<file path="config.mk">
export PLATFORM = sky130hd
export DESIGN_NAME = microsequencer
export DESIGN_NICKNAME = d
export VERILOG_FILES = /design/src/rtl/microsequencer.sv
export SDC_FILE = /design/constraint.sdc
export NUM_CORES = 1
export LEC_CHECK = 0
export ABC_AREA = 1
export CAP_MARGIN = 20
export CORE_UTILIZATION = 41
export CTS_BUF_LIST = sky130_fd_sc_hd__clkbuf_16
export DETAILED_ROUTE_END_ITERATION = 6
export GPL_TIMING_DRIVEN = 0
export PLACE_DENSITY = 0.72
export REMOVE_ABC_BUFFERS = 1
export SLEW_MARGIN = 20
export SYNTH_ARGS = -nofsm -noshare
export SYNTH_HDL_FRONTEND = slang
export SYNTH_SLANG_ARGS = --single-unit
</file>
<file path="constraint.sdc">
create_clock -name clk -period 1.25 [get_ports clk]
set_input_delay 0.25 -clock clk [delete_from_list [all_inputs] [get_ports clk]]
set_output_delay 0.25 -clock clk [all_outputs]
set_load 0.05 [all_outputs]
</file>
<file path="src/rtl/microsequencer.sv">
// Microsequencer for a small accumulator machine: walks each instruction
// through its fetch and execute steps and decodes the datapath strobes
// from the registered step.
module microsequencer #(
  parameter int OPCODE_WIDTH  = 4,
  parameter bit ILLEGAL_HALTS = 1'b0
) (
  input  logic                    clk,
  input  logic                    reset,
  input  logic [OPCODE_WIDTH-1:0] opcode,
  input  logic                    zero,
  input  logic                    run,
  output logic                    c_co,
  output logic                    c_mi,
  output logic                    c_ro,
  output logic                    c_ii,
  output logic                    c_ci,
  output logic                    c_j,
  output logic                    c_zi,
  output logic                    c_zo,
  output logic                    c_ai,
  output logic                    c_ao,
  output logic                    c_bi,
  output logic                    c_eo,
  output logic                    c_oi,
  output logic                    halt,
  output logic [3:0]              state,
  output logic [3:0]              cycle,
  output logic                    instr_done
);

  typedef enum logic [3:0] {
    FETCH_PC   = 4'h0,
    FETCH_INST = 4'h1,
    FETCH_ARG  = 4'h2,
    LOAD_Z     = 4'h3,
    RAM_A      = 4'h4,
    RAM_B      = 4'h5,
    ALU        = 4'h6,
    OUT_A      = 4'h7,
    JUMP       = 4'h8,
    SKIP       = 4'h9,
    HALT       = 4'hF
  } state_t;

  typedef enum logic [2:0] {
    OP_NOP, OP_LDA, OP_ADD, OP_OUT, OP_JMP, OP_JZ, OP_HLT
  } op_t;

  // Undefined opcodes fold into NOP or HLT depending on ILLEGAL_HALTS.
  function automatic op_t decode(input logic [OPCODE_WIDTH-1:0] code);
    case (code)
      OPCODE_WIDTH'(0):  decode = OP_NOP;
      OPCODE_WIDTH'(1):  decode = OP_LDA;
      OPCODE_WIDTH'(2):  decode = OP_ADD;
      OPCODE_WIDTH'(3):  decode = OP_OUT;
      OPCODE_WIDTH'(4):  decode = OP_JMP;
      OPCODE_WIDTH'(5):  decode = OP_JZ;
      OPCODE_WIDTH'(15): decode = OP_HLT;
      default:           decode = ILLEGAL_HALTS ? OP_HLT : OP_NOP;
    endcase
  endfunction

  state_t                  state_q, state_d;
  logic [3:0]              cycle_q, cycle_d;
  logic [OPCODE_WIDTH-1:0] op_q;
  logic                    final_step;
  logic                    restart;
  logic                    active;
  op_t                     cur_op;
  op_t                     fetch_op;

  // Strobes are suppressed while frozen or while reset is held.
  assign active   = run & reset;
  // The opcode is only meaningful from the register after FETCH_INST; in
  // FETCH_INST itself it is taken straight from the instruction register.
  assign cur_op   = decode(op_q);
  assign fetch_op = decode(opcode);

  // State, step counter and latched opcode; all frozen while run is low.
  // NOTE: sequential state uses non-blocking assignments so every register
  // samples the pre-edge values of the others.
  always_ff @(posedge clk or negedge reset) begin
    if (!reset) begin
      state_q <= FETCH_PC;
      cycle_q <= 4'd0;
      op_q    <= '0;
    end else if (run) begin
      state_q <= state_d;
      cycle_q <= cycle_d;
      if (state_q == FETCH_INST) op_q <= opcode;
    end
  end

  // Next-step selection; final_step marks the last step of an instruction.
  // NOTE: every output of this block is defaulted first so no path through
  // the case statement can leave one unassigned and infer a latch.
  always_comb begin
    state_d    = FETCH_PC;
    final_step = 1'b0;
    restart    = 1'b0;
    case (state_q)
      FETCH_PC: begin
        if (cycle_q == 4'd0) begin
          state_d = FETCH_INST;
        end else begin
          case (cur_op)
            OP_LDA, OP_ADD: state_d = FETCH_ARG;
            OP_JMP:         state_d = JUMP;
            OP_JZ:          state_d = zero ? JUMP : SKIP;
            default:        restart = 1'b1;
          endcase
        end
      end
      FETCH_INST: begin
        case (fetch_op)
          OP_NOP:  final_step = 1'b1;
          OP_OUT:  state_d = OUT_A;
          OP_HLT:  state_d = HALT;
          default: state_d = FETCH_PC;   // second fetch for the argument
        endcase
      end
      FETCH_ARG: state_d = LOAD_Z;
      LOAD_Z:    state_d = (cur_op == OP_ADD) ? RAM_B : RAM_A;
      RAM_B:     state_d = ALU;
      RAM_A, ALU, OUT_A, JUMP, SKIP: final_step = 1'b1;
      HALT:      state_d = HALT;
      default:   restart = 1'b1;         // unused codes recover to fetch
    endcase

    if (final_step || restart)  cycle_d = 4'd0;
    else if (state_q == HALT)   cycle_d = cycle_q;
    else                        cycle_d = cycle_q + 4'd1;
  end

  // Moore strobe decode from the registered step.
  always_comb begin
    c_co = 1'b0; c_mi = 1'b0; c_ro = 1'b0; c_ii = 1'b0; c_ci = 1'b0;
    c_j  = 1'b0; c_zi = 1'b0; c_zo = 1'b0; c_ai = 1'b0; c_ao = 1'b0;
    c_bi = 1'b0; c_eo = 1'b0; c_oi = 1'b0;
    if (active) begin
      case (state_q)
        FETCH_PC:   begin c_co = 1'b1; c_mi = 1'b1; end
        FETCH_INST: begin c_ro = 1'b1; c_ii = 1'b1; c_ci = 1'b1; end
        FETCH_ARG:  begin c_ro = 1'b1; c_zi = 1'b1; c_ci = 1'b1; end
        LOAD_Z:     begin c_zo = 1'b1; c_mi = 1'b1; end
        RAM_A:      begin c_ro = 1'b1; c_ai = 1'b1; end
        RAM_B:      begin c_ro = 1'b1; c_bi = 1'b1; end
        ALU:        begin c_eo = 1'b1; c_ai = 1'b1; end
        OUT_A:      begin c_ao = 1'b1; c_oi = 1'b1; end
        JUMP:       begin c_ro = 1'b1; c_j  = 1'b1; c_ci = 1'b1; end
        SKIP:       c_ci = 1'b1;
        default:    ;
      endcase
    end
  end

  assign instr_done = active & final_step;
  assign halt       = (state_q == HALT);
  assign state      = state_q;
  assign cycle      = cycle_q;

endmodule

</file>
==> impl_metrics.json, run 1 <==
{
  "clock_path_buffers": 2,
  "fmax_mhz": 535,
  "numCtsBuffers": 3,
  "slew_violations": 0,
  "synth_ff_type": "dfrtp_1",
  "syn-cell-area_sq_um": 990,
  "cpMaxStageDelayCell": "dfrtp_2",
  "initialDrtViolationCount": 49,
  "hold_path_startpoint": "run",
  "drv_cap": 0,
  "worstSetupPathType": "reg2out",
  "core_area_sq_um": 2230,
  "drc": 0,
  "critical_path.max_stage_delay_ns": 0.48,
  "pre_cts_ws_ns": -1.75,
  "synth_edf_count": 0,
  "htree_levels": 1,
  "detail-route-antenna-nets": 0,
  "cts_root_buffer": "clkbuf_16",
  "crit_path_max_fanout": 6,
  "syn_inst": 143,
  "initial_utilization_pct": 44.3,
  "r2r_end": "cycle[3]",
  "die_h_um": 51.1,
  "nNetsFinal": 211,
  "rrSetupSlack_ns": -0.41,
  "grt.total_usage_pct": 26.4,
  "ios": 31,
  "hold_viol_final": 0,
  "crit_start": "state[2]",
  "wl_um": 3620,
  "area_growth_pct": 73.5,
  "slew_headroom_pct": 62.0,
  "port_buffers": 30,
  "worst-path-stages": 4,
  "end_kind": "output pin",
  "die_area_sq_um": 2610,
  "ys_seq_area_share_pct": 30.3,
  "wl_per_cell_um": 15.9,
  "synth_top_area_share_pct": 30.3,
  "synth-seq-cells": 12,
  "drive_gt1_share_pct": 51.5,
  "crit_path_end": "c_ci",
  "synthArstFlopShare_pct": 100,
  "cp-start-kind": "register",
  "clkPwrFrac_pct": 13.2,
  "arrival_ns": 1.62,
  "path_delay_family": "flip-flops",
  "antenna_found_initial": 0,
  "violations": "setup timing",
  "crit_chain": "nor2_2, nand3_1, a21oi_1, buf_4",
  "clock-sinks": 12,
  "whs_ns": 0.362,
  "synth_area_per_cell_sq_um": 6.92,
  "grt_pass1_vias": 1153,
  "p_sw_mw": 2.26,
  "status": "complete, but fails checks",
  "fin_crit_ns": 1.87,
  "setup_violations": 28,
  "synth_warnings": 0,
  "place.gp.congestion": 0.880,
  "placementRows": 17,
  "grt_max_degree": 15,
  "cts_tree": "yes",
  "cellInternalPower_mw": 2.19,
  "critPathBufInv": 1,
  "die-width_um": 51.1,
  "swShare_pct": 50.8,
  "grt.overflow.total": 0,
  "dp_hpwl_um": 1850,
  "worst_pin_slew_ns": 0.568,
  "synth_common_cells": "nand2_1 (27), nor2_1 (17), inv_1 (16)",
  "worst_slack_ns": -0.619,
  "yosys-top-cells-area": "dfrtp_1 (30%), nand2_1 (10%), nand3_1 (7.6%)",
  "r2r_start": "state[2]",
  "firstDrtPassIters": 4,
  "hold_class": "in2reg",
  "power_density_nw_per_um2": 2590,
  "required_ns": 1.00,
  "grt_setup_unrepaired": "true",
  "power.leakage_nw": 0.856,
  "synthMostInstantiatedCell": "nand2_1",
  "yosys.area.top_type": "dfrtp_1",
  "diodes": 0,
  "reg2regPathDepth": 12,
  "ys_types": 24,
  "grt_first_pass_wirelength_um": 5080,
  "cts.clk_slew.worst_paths_ns": 0.04,
  "post-route-period-util_pct": 149,
  "vias_per_cell": 5.50,
  "worst_clock_skew_ns": 0.000590,
  "clkLatencyLatePin_ns": 0.24,
  "vias": 1254,
  "p_comb_share_pct": 69.8,
  "seq_power_share_pct": 17.0,
  "irDropWorstVdd_v": 0.00189
}
power by group through the flow:
stage	Clock [mW]	Sequential, mW	Combinational (mW)
4_1_cts	0.591	0.733	2.66
3_3_place_gp	0	0.716	2.06
2_1_floorplan	0	1.01	1.27
6_report	0.588	0.755	3.10
3_5_place_dp	0	0.727	2.09
5_1_grt	0.620	0.777	3.28
metal layers:
layer | vias to the layer above | track usage (%) | part of all wire (%)
li1 | 573 | - | -
met4 | 0 | 11.6 | 3.4
met3 | 20 | 7.14 | 7.6
met5 | - | 0 | 0
met1 | 582 | 31.1 | 37
met2 | 79 | 44.3 | 52
worst reg2reg max path: stages (launching register included):
cell and delay [ns]:
dfrtp_2 0.48, inv_4 0.10, nand2_4 0.05, buf_4 0.14, nor2_4 0.10, buf_6 0.10, buf_6 0.08, buf_6 0.10
nand3_4 0.06, nor2_4 0.12, nor2_4 0.05, nand2_4 0.10, a21oi_2 0.06
metrics by stage:
step	cells	setup TNS [ns]	area (sq um)	power [mW]	util [%]
floorplan	140	-18.35	975	2.28	-
global placement	198	-28.68	1310	2.78	58.7
detailed placement	198	-29.63	1310	2.81	58.7
CTS	223	-6.76	1620	3.98	72.7
global route	228	-11.51	1720	4.68	76.9
finish	228	-10.15	1720	4.45	76.9
worst min-delay path by stage:
stage | to | slack, ns | depth (start not counted)
after detailed placement | op_q[3] | 0.51 | 2
after CTS | cycle[0] | 0.35 | 2
final | cycle[3] | 0.36 | 2
after global routing | cycle[3] | 0.38 | 2
after global placement | op_q[3] | 0.50 | 2
after floorplan | cycle[0] | -0.05 | 0
state kept, by name, summed over array words and instances (netlist names):
name   flops
state      4
op_q       4
cycle      4
cell usage in the layout (no fill, tap or decap):
cell / instances
dfrtp_2: 4
nand2_8: 1
nor2_4: 8
dlygate4sd3_1: 1
a21oi_2: 3
xor2_1: 2
a31oi_1: 1
nand2_1: 20
nand4_1: 1
inv_2: 2
ha_1: 2
nand3_2: 4
nand2_4: 6
dfrtp_1: 8
clkbuf_16: 3
inv_1: 14
nand2_2: 7
buf_4: 26
nor2_1: 10
a21oi_1: 3
inv_4: 5
nor2_2: 7
o21ai_2: 1
nand3_4: 2
buf_6: 16
clkdlybuf4s15_2: 1
nor4_1: 1
clkdlybuf4s50_1: 5
buf_8: 2
clkinv_1: 1
buf_2: 5
nor3_1: 5
nand3_1: 11
o21ai_1: 6
o21ai_0: 6
logic make-up after synthesis:
kind of cell / count (synthesis) / synth area share, %
compound gates: 20 / 11.8
flops: 12 / 30.3
simple gates: 83 / 44.1
fa+ha+maj: 2 / 2.53
buf+inv: 24 / 9.48
xor+xnor: 2 / 1.77
layout make-up:
type / count / area, sq um
flip-flops and latches: 12 / 305
multi-input cells: 107 / 704
repair buffers: 56 / 502
clock inverters: 1 / 3.75
clock buffers: 3 / 75.1
well taps: 28 / 35.0
inverters: 21 / 91.3
fillers: 145 / 517
repair_timing:
item,4_1_cts,5_1_grt
setup buffers,20,6
hold endpoints to repair,12,0
gates resized for setup,192,20
gates cloned,0,0
setup endpoints to repair,35,31
hold buffers,1,0
pin swaps,13,8
No activity file was read; power rests on OpenSTA's default activity.
==> run 2, diff against run 1 <==
Settings changed: CAP_MARGIN 20 to unset.
==> results of run 2 <==
Final layout, timing and power as in run 1 (identical DEF).
==> run 3, diff against run 2 <==
--- a/config.mk
+++ b/config.mk
@@ -7,3 +7,4 @@
 export LEC_CHECK = 0
-export ABC_AREA = 1
+export ABC_AREA = 0
+export CORE_MARGIN = 2
 export CORE_UTILIZATION = 41
==> constraint.sdc (replaced) <==
create_clock -name clk -period 1.25 [get_ports clk]
set_input_delay 0.375 -clock clk [delete_from_list [all_inputs] [get_ports clk]]
set_output_delay 0.375 -clock clk [all_outputs]
set_load 0.05 [all_outputs]
==> run 3 against run 2 <==
  * The run still ends with setup timing left
  * Clock power grew 4.8%
  * Final cell count is 4.8% lower
  * Core utilization up 9.1 points
  * Power up 8.6%
  * Sequential share of layout area is 1.4 points lower
  * Sequential power increased by 15%
  * Count of clock-buffer cells in the layout is the same
  * Design area grew 11%
  * Setup slack got worse by 0.087 ns
  * Register-to-register slack worse by 0.20 ns
  * Worst hold slack worse by 0.34 ns
  * Routed wire length increased by 25%
  * Highest routed layer unchanged
==> impl_metrics.json, run 3 <==
{
  "status": "complete, but fails checks",
  "violations": "setup timing",
  "clkLatencyLatePin_ns": 0.25,
  "post-route-period-util_pct": 156,
  "grt.overflow.total": 0,
  "worst_slack_ns": -0.706,
  "initial_utilization_pct": 43.5,
  "r2r_end": "cycle[3]",
  "fin_crit_ns": 1.96,
  "nNetsFinal": 200,
  "irDropWorstVdd_v": 0.00189,
  "synth.mux.area_fraction_pct": 4.68,
  "hold_viol_final": 0,
  "fmax_mhz": 511,
  "synthMostInstantiatedCell": "nor2_1",
  "syn_inst": 129,
  "worst_clock_skew_ns": 0.00297,
  "utilization_pct": 86.0,
  "core_area_sq_um": 2210,
  "yosys-top-cells-area": "dfrtp_1 (31%), nor2_1 (7.8%), mux2_2 (4.7%)",
  "setup_violations": 33,
  "drv_cap": 0,
  "synth-simple-area-share_pct": 33.9,
  "synth_compound_area_share_pct": 17.7,
  "die-width_um": 52.4,
  "r2r_start": "state[0]",
  "yosys.area_share.adder_pct": 2.60,
  "dp_hpwl_um": 1920,
  "most-common-layout-cells": "buf_4 (22), buf_6 (22), buf_8 (10)",
  "rrSetupSlack_ns": -0.61,
  "firstDrtPassIters": 4,
  "yosys.area.top_type": "dfrtp_1",
  "placementRows": 17,
  "slew_headroom_pct": 75.1,
  "grt_first_pass_wirelength_um": 5750,
  "ios": 31,
  "ys_types": 36,
  "clkPwrFrac_pct": 12.8,
  "die_area_sq_um": 2750,
  "cp-start-kind": "register",
  "place.gp.congestion": 0.878,
  "synth_area_per_cell_sq_um": 7.46,
  "worstSetupPathType": "reg2out",
  "synth_top_area_share_pct": 31.2,
  "slew_violations": 0,
  "wl_per_cell_um": 20.9,
  "crit_path_max_fanout": 7,
  "ys_seq_area_share_pct": 31.2,
  "vias": 1337,
  "power_density_nw_per_um2": 2540,
  "clock-sinks": 12,
  "synth_warnings": 0,
  "end_kind": "output pin",
  "grt_pass1_vias": 1232,
  "grt.total_usage_pct": 29.1,
  "synth-seq-cells": 12,
  "port_buffers": 30,
  "diodes": 0,
  "grt_max_degree": 17,
  "power.total_mw": 4.83,
  "seq_power_share_pct": 17.9,
  "required_ns": 0.88,
  "cts.clk_slew.worst_paths_ns": 0.05,
  "p_comb_share_pct": 69.3,
  "power.leakage_nw": 0.825,
  "drive_gt1_share_pct": 59.8,
  "swShare_pct": 47.5,
  "reg2regPathDepth": 8,
  "worst_pin_slew_ns": 0.373,
  "grt_setup_unrepaired": "true",
  "cts_tree": "yes",
  "detail-route-antenna-nets": 0,
  "area_growth_pct": 97.7,
  "synth_top_family_by_area": "simple AND/OR/NAND/NOR gates",
  "synthArstFlopShare_pct": 100,
  "crit_start": "state[3]",
  "cts_root_buffer": "clkbuf_16",
  "antenna_found_initial": 0,
  "synth_ff_type": "dfrtp_1",
  "p_sw_mw": 2.29,
  "vias_per_cell": 6.16,
  "wl_um": 4530,
  "clock_path_buffers": 2,
  "initialDrtViolationCount": 62,
  "numCtsBuffers": 3,
  "hold_class": "in2async",
  "cellInternalPower_mw": 2.54,
  "arrival_ns": 1.58,
  "synth_common_cells": "nor2_1 (20), dfrtp_1 (12), nand2_1 (11)",
  "synth_edf_count": 0,
  "die_h_um": 52.4,
  "htree_levels": 1,
  "drc": 0,
  "synth_xor_area_share_pct": 3.64,
  "syn-cell-area_sq_um": 962
}
[run 3: changes by cell type after synthesis, sizes merged, moves of 3 or more]
cell	before	now
and3	0	3
clkbuf	2	5
inv	21	9
mux2	0	4
nand2	34	12
nand3	17	7
nand4	1	4
nor2	25	20
nor2b	0	3
o21ai	13	10
o22ai	0	3
[run 3: area by class of cell]
class,instances,area (sq um)
Clock buffer,3,75.1
Clock inverter,1,3.75
Fill cell,109,310
Inverter,9,33.8
Multi-Input combinational cell,102,810
Sequential cell,12,312
Tap cell,28,35.0
Timing Repair Buffer,62,633
[run 3: power by group through the flow]
| stage | Clock, mW | Sequential, mW | Combinational (mW) |
|---|---|---|---|
| 2_1_floorplan | 0 | 1.07 | 1.01 |
| 3_3_place_gp | 0 | 0.831 | 1.74 |
| 3_5_place_dp | 0 | 0.841 | 1.77 |
| 4_1_cts | 0.603 | 0.816 | 2.45 |
| 5_1_grt | 0.642 | 0.890 | 3.49 |
| 6_report | 0.616 | 0.865 | 3.35 |
[run 3: what timing repair did]
item	in CTS	in global routing
pin swaps	9	12
hold buffers	0	0
buffers inserted	20	13
resized for setup	219	53
endpoints found under the setup margin	35	34
[run 3: kinds of logic (layout without fill, tap and decap cells)]
family	after synthesis	after routing
buffers and inverters	15	75
AND/OR/NAND/NOR	65	65
adder cells (fa/ha/maj)	2	2
flip-flops	12	12
XOR/XNOR	4	4
multiplexers	4	4
AO/OA/AOI/OAI	27	27
[run 3: worst max-delay path, stage by stage, from the launching register on]
cell	delay [ns]
dfrtp_2	0.51
nor2_4	0.22
nand3_1	0.20
a21oi_1	0.18
buf_4	0.22
[run 3: how the worst max path moves through the flow]
stage | end | slack, ns | cells after the start
floorplan | c_j | -1.65 | 2
finish | c_mi | -0.71 | 4
CTS | instr_done | -0.58 | 5
global placement | c_j | -1.86 | 4
detailed placement | c_j | -1.87 | 4
global route | c_mi | -0.76 | 4
[run 3: per-stage QoR]
step | setup TNS, ns | hold slack [ns] | area [sq um] | std cells | setup WS, ns
finish | -15.67 | 0.0234 | 1900 | 217 | -0.706
global route | -17.32 | 0.0280 | 1900 | 217 | -0.756
CTS | -12.75 | 0.0508 | 1630 | 205 | -0.580
detailed placement | -37.42 | 0.562 | 1270 | 181 | -1.87
global placement | -36.44 | 0.544 | 1270 | 181 | -1.86
floorplan | -23.36 | 0.0794 | 936 | 123 | -1.65
[run 3: per-layer routing]
metal | vias up | share of wire (%) | global-route usage, % | routed length [um]
li1 | 582 | - | - | -
met5 | - | 0 | 0 | 0
met2 | 102 | 48 | 46.3 | 2190
met4 | 0 | 5.7 | 17.9 | 260
met3 | 27 | 9.8 | 7.14 | 444
met1 | 626 | 36 | 34.9 | 1630
